$ cat src/rtl/id_stage_pkg.sv
// Shared decode constants, control-bundle layout and ID/EX register type for id_stage.
package id_stage_pkg;

  localparam int          XLEN      = 32;
  localparam int          REG_COUNT = 32;
  localparam int          ADDR_W    = 5;
  localparam logic [31:0] NOP_INS   = 32'h0000_0000;

  localparam logic [5:0] OP_RTYPE = 6'h00;
  localparam logic [5:0] OP_J     = 6'h02;
  localparam logic [5:0] OP_BEQ   = 6'h04;
  localparam logic [5:0] OP_ADDI  = 6'h08;
  localparam logic [5:0] OP_LW    = 6'h23;
  localparam logic [5:0] OP_SW    = 6'h2B;

  localparam logic [5:0] FN_ADD = 6'h20;
  localparam logic [5:0] FN_SUB = 6'h22;
  localparam logic [5:0] FN_AND = 6'h24;
  localparam logic [5:0] FN_OR  = 6'h25;
  localparam logic [5:0] FN_SLT = 6'h2A;

  localparam int CTRL_W        = 10;
  localparam int CTRL_REGWRITE = 9;
  localparam int CTRL_MEMREAD  = 8;
  localparam int CTRL_MEMWRITE = 7;
  localparam int CTRL_MEMTOREG = 6;
  localparam int CTRL_ALUSRC   = 5;
  localparam int CTRL_REGDST   = 4;
  localparam int CTRL_BRANCH   = 3;
  localparam int CTRL_JUMP     = 2;

  typedef enum logic [1:0] {
    ALUOP_ADD   = 2'b00,
    ALUOP_SUB   = 2'b01,
    ALUOP_FUNCT = 2'b10
  } alu_op_e;

  // Field order matches the CTRL_* bit indices so the struct packs straight onto E_Ctrl.
  typedef struct packed {
    logic    regWrite;
    logic    memRead;
    logic    memWrite;
    logic    memToReg;
    logic    aluSrc;
    logic    regDst;
    logic    branch;
    logic    jump;
    alu_op_e aluOp;
  } ctrl_t;

  typedef struct packed {
    logic [XLEN-1:0]   pc4;
    logic [XLEN-1:0]   rd1;
    logic [XLEN-1:0]   rd2;
    logic [XLEN-1:0]   imm;
    logic [XLEN-1:0]   jTarget;
    logic [ADDR_W-1:0] rs;
    logic [ADDR_W-1:0] rt;
    logic [ADDR_W-1:0] rd;
    logic [5:0]        funct;
    ctrl_t             ctrl;
    logic              illegal;
  } idex_t;

  function automatic logic usesRt(input logic [5:0] opcode);
    return (opcode == OP_RTYPE) || (opcode == OP_SW) || (opcode == OP_BEQ);
  endfunction

endpackage

$ cat src/rtl/id_stage_reg_file.sv
// 32x32 register file: two asynchronous read ports, one synchronous write port,
// write-through bypass on same-cycle read/write, and $0 hardwired to zero.
module id_stage_reg_file
  import id_stage_pkg::*;
(
  input  logic              clk_i,
  input  logic              rst_i,
  input  logic [ADDR_W-1:0] raddr1_i,
  input  logic [ADDR_W-1:0] raddr2_i,
  output logic [XLEN-1:0]   rdata1_o,
  output logic [XLEN-1:0]   rdata2_o,
  input  logic              we_i,
  input  logic [ADDR_W-1:0] waddr_i,
  input  logic [XLEN-1:0]   wdata_i
);

  logic [XLEN-1:0] regs_q [REG_COUNT];
  logic            wrValid;

  assign wrValid = we_i && (waddr_i != '0);

  always_ff @(posedge clk_i) begin
    if (rst_i) begin
      for (int i = 0; i < REG_COUNT; i++) begin
        regs_q[i] <= '0;
      end
    end else if (wrValid) begin
      regs_q[waddr_i] <= wdata_i;
    end
  end

  // A write landing this cycle is forwarded so decode sees the value being retired.
  always_comb begin
    rdata1_o = regs_q[raddr1_i];
    rdata2_o = regs_q[raddr2_i];
    if (wrValid && (waddr_i == raddr1_i)) rdata1_o = wdata_i;
    if (wrValid && (waddr_i == raddr2_i)) rdata2_o = wdata_i;
    if (raddr1_i == '0) rdata1_o = '0;
    if (raddr2_i == '0) rdata2_o = '0;
  end

endmodule

$ cat src/rtl/id_stage.sv
// MIPS-subset decode stage: IF/ID register, decoder, load-use hazard detection,
// register file read and the registered ID/EX bundle feeding execute.
module id_stage
  import id_stage_pkg::*;
(
  input  logic                CLK,
  input  logic                RST,
  input  logic [XLEN-1:0]     Ins,
  input  logic [XLEN-1:0]     nextPC,
  input  logic                Flush,
  input  logic                WB_WE,
  input  logic [ADDR_W-1:0]   WB_Addr,
  input  logic [XLEN-1:0]     WB_Data,
  output logic                Stall,
  output logic [XLEN-1:0]     E_PC4,
  output logic [XLEN-1:0]     E_RD1,
  output logic [XLEN-1:0]     E_RD2,
  output logic [XLEN-1:0]     E_Imm,
  output logic [XLEN-1:0]     E_JTarget,
  output logic [ADDR_W-1:0]   E_Rs,
  output logic [ADDR_W-1:0]   E_Rt,
  output logic [ADDR_W-1:0]   E_Rd,
  output logic [5:0]          E_Funct,
  output logic [CTRL_W-1:0]   E_Ctrl,
  output logic                E_Illegal
);

  logic [XLEN-1:0]   ifIdIns_q,  ifIdIns_d;
  logic [XLEN-1:0]   ifIdPc4_q,  ifIdPc4_d;
  idex_t             idEx_q,     idEx_d;

  logic [5:0]        opcode;
  logic [5:0]        funct;
  logic [ADDR_W-1:0] rs;
  logic [ADDR_W-1:0] rt;
  logic [ADDR_W-1:0] rd;
  logic [XLEN-1:0]   rd1;
  logic [XLEN-1:0]   rd2;
  ctrl_t             ctrl;
  logic              legal;
  logic              hazard;

  assign opcode = ifIdIns_q[31:26];
  assign rs     = ifIdIns_q[25:21];
  assign rt     = ifIdIns_q[20:16];
  assign rd     = ifIdIns_q[15:11];
  assign funct  = ifIdIns_q[5:0];

  id_stage_reg_file u_regFile (
    .clk_i    (CLK),
    .rst_i    (RST),
    .raddr1_i (rs),
    .raddr2_i (rt),
    .rdata1_o (rd1),
    .rdata2_o (rd2),
    .we_i     (WB_WE),
    .waddr_i  (WB_Addr),
    .wdata_i  (WB_Data)
  );

  // The all-zero bubble is the one sll form accepted; any other funct outside the list is illegal.
  always_comb begin
    ctrl  = '0;
    legal = 1'b1;
    if (ifIdIns_q != NOP_INS) begin
      unique case (opcode)
        OP_RTYPE: begin
          unique case (funct)
            FN_ADD, FN_SUB, FN_AND, FN_OR, FN_SLT: begin
              ctrl.regWrite = 1'b1;
              ctrl.regDst   = 1'b1;
              ctrl.aluOp    = ALUOP_FUNCT;
            end
            default: legal = 1'b0;
          endcase
        end
        OP_LW: begin
          ctrl.regWrite = 1'b1;
          ctrl.memRead  = 1'b1;
          ctrl.memToReg = 1'b1;
          ctrl.aluSrc   = 1'b1;
        end
        OP_SW: begin
          ctrl.memWrite = 1'b1;
          ctrl.aluSrc   = 1'b1;
        end
        OP_BEQ: begin
          ctrl.branch = 1'b1;
          ctrl.aluOp  = ALUOP_SUB;
        end
        OP_ADDI: begin
          ctrl.regWrite = 1'b1;
          ctrl.aluSrc   = 1'b1;
        end
        OP_J:    ctrl.jump = 1'b1;
        default: legal = 1'b0;
      endcase
    end
  end

  // A load in EX whose destination feeds this instruction costs exactly one bubble.
  always_comb begin
    hazard = idEx_q.ctrl.memRead && (idEx_q.rt != '0) && legal &&
             ((idEx_q.rt == rs) || ((idEx_q.rt == rt) && usesRt(opcode)));
    Stall  = hazard && !Flush;
  end

  always_comb begin
    ifIdIns_d = Ins;
    ifIdPc4_d = nextPC;
    if (Flush) begin
      ifIdIns_d = NOP_INS;
      ifIdPc4_d = '0;
    end else if (Stall) begin
      ifIdIns_d = ifIdIns_q;
      ifIdPc4_d = ifIdPc4_q;
    end
  end

  always_comb begin
    idEx_d = '0;
    if (!Flush && !Stall) begin
      if (legal) begin
        idEx_d.pc4     = ifIdPc4_q;
        idEx_d.rd1     = rd1;
        idEx_d.rd2     = rd2;
        idEx_d.imm     = {{16{ifIdIns_q[15]}}, ifIdIns_q[15:0]};
        idEx_d.jTarget = {ifIdPc4_q[31:28], ifIdIns_q[25:0], 2'b00};
        idEx_d.rs      = rs;
        idEx_d.rt      = rt;
        idEx_d.rd      = rd;
        idEx_d.funct   = funct;
        idEx_d.ctrl    = ctrl;
      end else begin
        idEx_d.illegal = 1'b1;
      end
    end
  end

  always_ff @(posedge CLK) begin
    if (RST) begin
      ifIdIns_q <= NOP_INS;
      ifIdPc4_q <= '0;
      idEx_q    <= '0;
    end else begin
      ifIdIns_q <= ifIdIns_d;
      ifIdPc4_q <= ifIdPc4_d;
      idEx_q    <= idEx_d;
    end
  end

  assign E_PC4     = idEx_q.pc4;
  assign E_RD1     = idEx_q.rd1;
  assign E_RD2     = idEx_q.rd2;
  assign E_Imm     = idEx_q.imm;
  assign E_JTarget = idEx_q.jTarget;
  assign E_Rs      = idEx_q.rs;
  assign E_Rt      = idEx_q.rt;
  assign E_Rd      = idEx_q.rd;
  assign E_Funct   = idEx_q.funct;
  assign E_Ctrl    = idEx_q.ctrl;
  assign E_Illegal = idEx_q.illegal;

endmodule
$ cat config.mk
export PLATFORM = sky130hd
export DESIGN_NAME = id_stage
export DESIGN_NICKNAME = d
export VERILOG_FILES = /design/src/rtl/id_stage_pkg.sv /design/src/rtl/id_stage_reg_file.sv /design/src/rtl/id_stage.sv
export SDC_FILE = /design/constraint.sdc
export NUM_CORES = 2
export LEC_CHECK = 0
export CAP_MARGIN = 25
export CORE_MARGIN = 5
export CORE_UTILIZATION = 50
export DETAILED_ROUTE_END_ITERATION = 16
export PLACE_DENSITY = 0.68
export SKIP_LAST_GASP = 1
export SLEW_MARGIN = 15
export SYNTH_ARGS = -nofsm -noshare
export SYNTH_HDL_FRONTEND = slang
export SYNTH_SLANG_ARGS = --single-unit
$ cat constraint.sdc
create_clock -name CLK -period 7.9 [get_ports CLK]
set_clock_uncertainty 0.05 [all_clocks]
set_input_delay 1.975 -clock CLK [delete_from_list [all_inputs] [get_ports CLK]]
set_output_delay 1.975 -clock CLK [all_outputs]
set_load 0.01 [all_outputs]
# Yosys cells after proc, flatten, opt, wreduce, memory -nomap -nowiden

Memory sizes are Yosys's and may differ from the RTL's. A register that Yosys moved wholly into a read port is not among the register bits.
Index checks and enable logic that the tools add are counted.

Word-level logic and storage cells: 86
Latch bits: 0
Memories: 1
Bits in writable memories: 1024
Output and inout bits: 193
Bits in registers: 175
Bits in read-only memories: 0
Input bits: 105

Memories:

| name             | depth | width | rd ports | clocked after memory_dff | wr ports | line                    | RTL |
|---|---|---|---|---|---|---|---|
| u_regFile.regs_q | 32    | 32    | 2        | 2                        | 32       | id_stage_reg_file.sv:17 | `logic [XLEN-1:0] regs_q [REG_COUNT];` |

Bitwise gates (word level): 4
Multiply operators: 0
Divide/modulo/power cells: 0
Order comparisons: 0
Reduce and logical (&&, ||, !) cells: 30
Shift operators: 0
Equal/unequal tests: 12
Muxes and demuxes: 20
Add/subtract/negate cells: 0

Operators by type and width:

| operator           | count |
|---|---|
| $eq 6x6->1 const B | 7 |
| $mux 32            | 1 |
| $reduce_bool 32->1 | 1 |
| $reduce_or 32->1   | 1 |
| $reduce_or 5->1    | 3 |
| $mux 1             | 14 |
| $reduce_or 4->1    | 3 |
| $eq 5x5->1         | 2 |
| $logic_not 5->1    | 2 |
| $reduce_bool 5->1  | 2 |
| $logic_and 1x1->1  | 7 |
| $eq 6x2->1 const B | 1 |
| $eq 6x3->1 const B | 1 |
| $eq 6x4->1 const B | 1 |
| $logic_not 6->1    | 1 |
| $reduce_or 2->1    | 3 |
| $reduce_or 3->1    | 2 |
| $mux 5             | 1 |
| $not 1->1          | 4 |
| $pmux 1 s2         | 2 |
| $pmux 2 s2         | 1 |
| $logic_or 1x1->1   | 3 |
| $logic_not 1->1    | 2 |
| $mux 2             | 1 |

# Longest topological paths before layout

Depth in word-level cells: 12
Mapped depth: 10
Depth with buffers taken out: 6

# Modules after synthesis

A second synthesis with hierarchy kept.

Cell total of the unflattened synthesis: 4725
Area total of the unflattened synthesis: 63622.3 um^2

Modules (own cells, without submodules):

| module            | area each (um^2) | cells an instance | sequential area each (um^2) | times used |
|---|---|---|---|---|
| id_stage_reg_file | 55723.4          | 3918              | 30749.5                     | 1 |
| id_stage          | 7898.8           | 807               | 3923.8                      | 1 |

# Worst setup path after synthesis

OpenSTA, ideal clock, no wires.

Kind: input port to output port
From: in Flush
To: out Stall
Arrival time: 2144 ps
Cell stages on the path: 1
Setup slack: 3731 ps
Data required time: 5875 ps
Cell sequence: nor2_1

Word-level cells in the longest chain between the ends: 2

RTL lines:

| what               | line            | RTL |
|---|---|---|
| start: declaration | id_stage.sv:10  | `input logic Flush,` |
| $logic_not 1->1    | id_stage.sv:105 | `Stall = hazard && !Flush;` |
| $logic_and 1x1->1  | id_stage.sv:105 |  |
| end: declaration   | id_stage.sv:14  | `output logic Stall,` |

No other way between the ends.

# Final worst setup path

From: reg ifIdIns_q[23]
To: out Stall

Word-level cells in the longest chain between the ends: 5

RTL lines:

| what                     | line            | RTL |
|---|---|---|
| start: declaration       | id_stage.sv:28  | `logic [XLEN-1:0] ifIdIns_q, ifIdIns_d;` |
| start signal: assignment | id_stage.sv:146 | `ifIdIns_q <= ifIdIns_d;` |
| $reduce_bool 32->1       | id_stage.sv:65  | `if (ifIdIns_q != NOP_INS) begin` |
| $mux 1                   | id_stage.sv:65  |  |
| $logic_and 1x1->1        | id_stage.sv:103 | `hazard = idEx_q.ctrl.memRead && (idEx_q.rt != '0) && legal &&` |
| $logic_and 1x1->1 (*)    | id_stage.sv:103 |  |
| $logic_and 1x1->1 (*)    | id_stage.sv:105 |  |

Every way passes the cells marked *; elsewhere a longest branch is shown, timed or not.

==> metrics.cfg <==
[run_status]
outcome=finished clean

[finish]
layout-drive-gt1-share_pct=19.4
nets=4561
fillCellCount=9503
final_common_cell=edfxtp_1
final_cell_mix=edfxtp_1 (1024), and2_1 (1003), mux4_2 (450)
final_area_um2=69600
syn2layout_area_growth_pct=13.6

[placed_design]
hpwlAfterDp_um=133000
placed_area_um2=65100
portBuffers=295
place.gp.congestion=0.928

[global_routing]
grtUsageTotal_pct=31.3
overflow=0
grt_pass1_wl_um=292000
antenna_found_initial=8
grt_pass1_vias=38800
grt_max_degree=121

[worst_setup_path]
cp.arrival_ps=3750
cpMaxStageDelayCell=nor2_1
required_ps=5880
startpoint_type=register
worstPathCellList=nor2_1 -> nand2_1 -> nor4_4 -> a211o_4 -> nand2_1 -> nor2_1 -> clkdlybuf4s50_1
max_stage_delay_ps=760
critPathCaptureType=output pin
cp_max_fo=41
worst-setup-path-type=reg2out

[synth]
async_flop_share_pct=0
ys_seq_elements=1219
synth_edf_count=1024
synthCells=4406
synthFlopType=edfxtp_1
synth_area_um2=61300
ys_types=64
avgSynthCellArea_um2=13.9
seq_area_frac_synth_pct=56.5
yosys_warnings=0

[pwr]
finalPower_uw=15200
power_leakage_uw=0.0232
vdd_drop_max_v=0.000185
power_density_nw_per_um2=218

[detailed_routing]
drtIter0Drc=5829
wl_per_cell_um=33.5
wl_um=208000
drtAntennaViolNets=0
post_drt_via_cell_ratio=6.54
vias=40500
post-route-drc-count=0
dr.pass1.iters=6

[cts]
insertion_delay_ps=760
cts.sinks=1219
cts_buffer_depth=3
cts_tree=done
root_buffer=clkbuf_16
cts-resized-gates=0
cts_hold_buf=0
cts_buffers=130
htreeDepth=4
clkTransAtPathRegs_ps=60
postCtsSetupBuffers=0

[floorplanning]
core_area_um2=122000
die_w_um=360
die_h_um=360
start_util_pct=50.3
fp-row-count=128
die-area_um2=130000
io-pin-count=298

[timing]
rsz0062_at_grt=no
finalCritPeriodShare_pct=73.2
slew_violations=0
fin_crit_ps=5780
tightest_slew_ps=1090
finalSetupViolations=0
max_freq_mhz=173
finalSetupTns_ps=0
final_hold_viol_count=0
slew_headroom_pct=26.9

[worst_hold_path]
hp-class=reg2reg

[run]
maxCapViolCount=0

[layer usage]
layer | global-route usage (%) | wire (um)
met3 | 7.77 | 23400
met1 | 40.6 | 74600
met2 | 48.3 | 95000
met5 | 0 | 40
met4 | 18.2 | 14400
[path summary, 6_finish.rpt]
| kind | slack [ps] | from | cells past startpoint | to |
|---|---|---|---|---|
| min | 410 | ifIdPc4_q[17] | 2 | ifIdPc4_q[17] |
| min reg2reg | 410 | ifIdPc4_q[17] | 2 | ifIdPc4_q[17] |
| max | 2120 | ifIdIns_q[23] | 7 | Stall |
| max reg2reg | 2790 | ifIdIns_q[21] | 8 | E_RD1[11] |
[through the flow]
stage	hold slack, ps	worst slack (ps)	utilization [%]	instances
2_1_floorplan	389	3730	-	4439
3_3_place_gp	396	2030	53.3	5932
3_5_place_dp	402	1980	53.4	5940
4_1_cts	410	2120	57.0	6177
5_1_grt	425	2010	57.1	6186
6_report	408	2120	57.1	6190
[kinds of logic (layout without fill, tap and decap cells)]
family | count (synthesis) | in the layout | synth area share (%)
multiplexers | 621 | 621 | 19.3
AND/OR/NAND/NOR | 1513 | 1513 | 14.6
flip-flops | 1219 | 1219 | 56.5
other | 1 | 38 | 0.00612
buffers and inverters | 526 | 648 | 3.92
XOR/XNOR | 21 | 21 | 0.300
AO/OA/AOI/OAI | 505 | 505 | 5.36
[synth_stat cells (11+ instances only)]
| cell type | number | area [um^2] |
|---|---|---|
| a211oi_1 | 48 | 360 |
| a21oi_1 | 111 | 556 |
| a221oi_1 | 12 | 105 |
| a22oi_1 | 171 | 1280 |
| and2_1 | 1005 | 6290 |
| and3_1 | 62 | 388 |
| buf_1 | 22 | 82.6 |
| buf_2 | 89 | 445 |
| buf_4 | 81 | 608 |
| clkbuf_1 | 328 | 1230 |
| dfxtp_1 | 195 | 3900 |
| edfxtp_1 | 1024 | 30700 |
| mux2i_1 | 167 | 1670 |
| mux4_2 | 450 | 10100 |
| nand2_1 | 57 | 214 |
| nand3_1 | 69 | 345 |
| nor2_1 | 145 | 544 |
| nor2b_1 | 11 | 68.8 |
| nor3_1 | 76 | 380 |
| o21ai_0 | 80 | 400 |
| o22ai_1 | 58 | 363 |
| or2_2 | 36 | 225 |
| xnor2_1 | 12 | 105 |
[area by class of cell]
cell class	count	area (um^2)	area share, %
inverters	3	11.3	0.0162
multi-input cells	2694	24600	35.4
flip-flops and latches	1219	34700	49.8
clock buffers	166	3630	5.22
repair buffers	408	3970	5.71
well taps	1625	2030	2.92
diodes	4	10.0	0.0144
clock inverters	71	637	0.915
[worst max-delay path, delay by kind of cell, from the launching register on]
family	cells	cell delay [ps]
and+or+nand+nor	5	1680
DFF	1	540
AOI/OAI and AO/OA	1	190
buffers and inverters	1	540
[state kept, by name, summed over array words and instances (netlist names)]
name and cells:
E_Imm 15, E_RD1 32, E_Ctrl 8, E_JTarget 11, ifIdIns_q 32, E_PC4 32, ifIdPc4_q 32, u_regFile.regs_q 1024
E_Illegal 1, E_RD2 32
[report_power, final]
part / switching (uW) / total (uW) / internal (uW)
Sequential: 221 / 7510 / 7290
Combinational: 924 / 1510 / 589
Clock: 2620 / 6180 / 3560
Power figures use the tool's default switching activity.
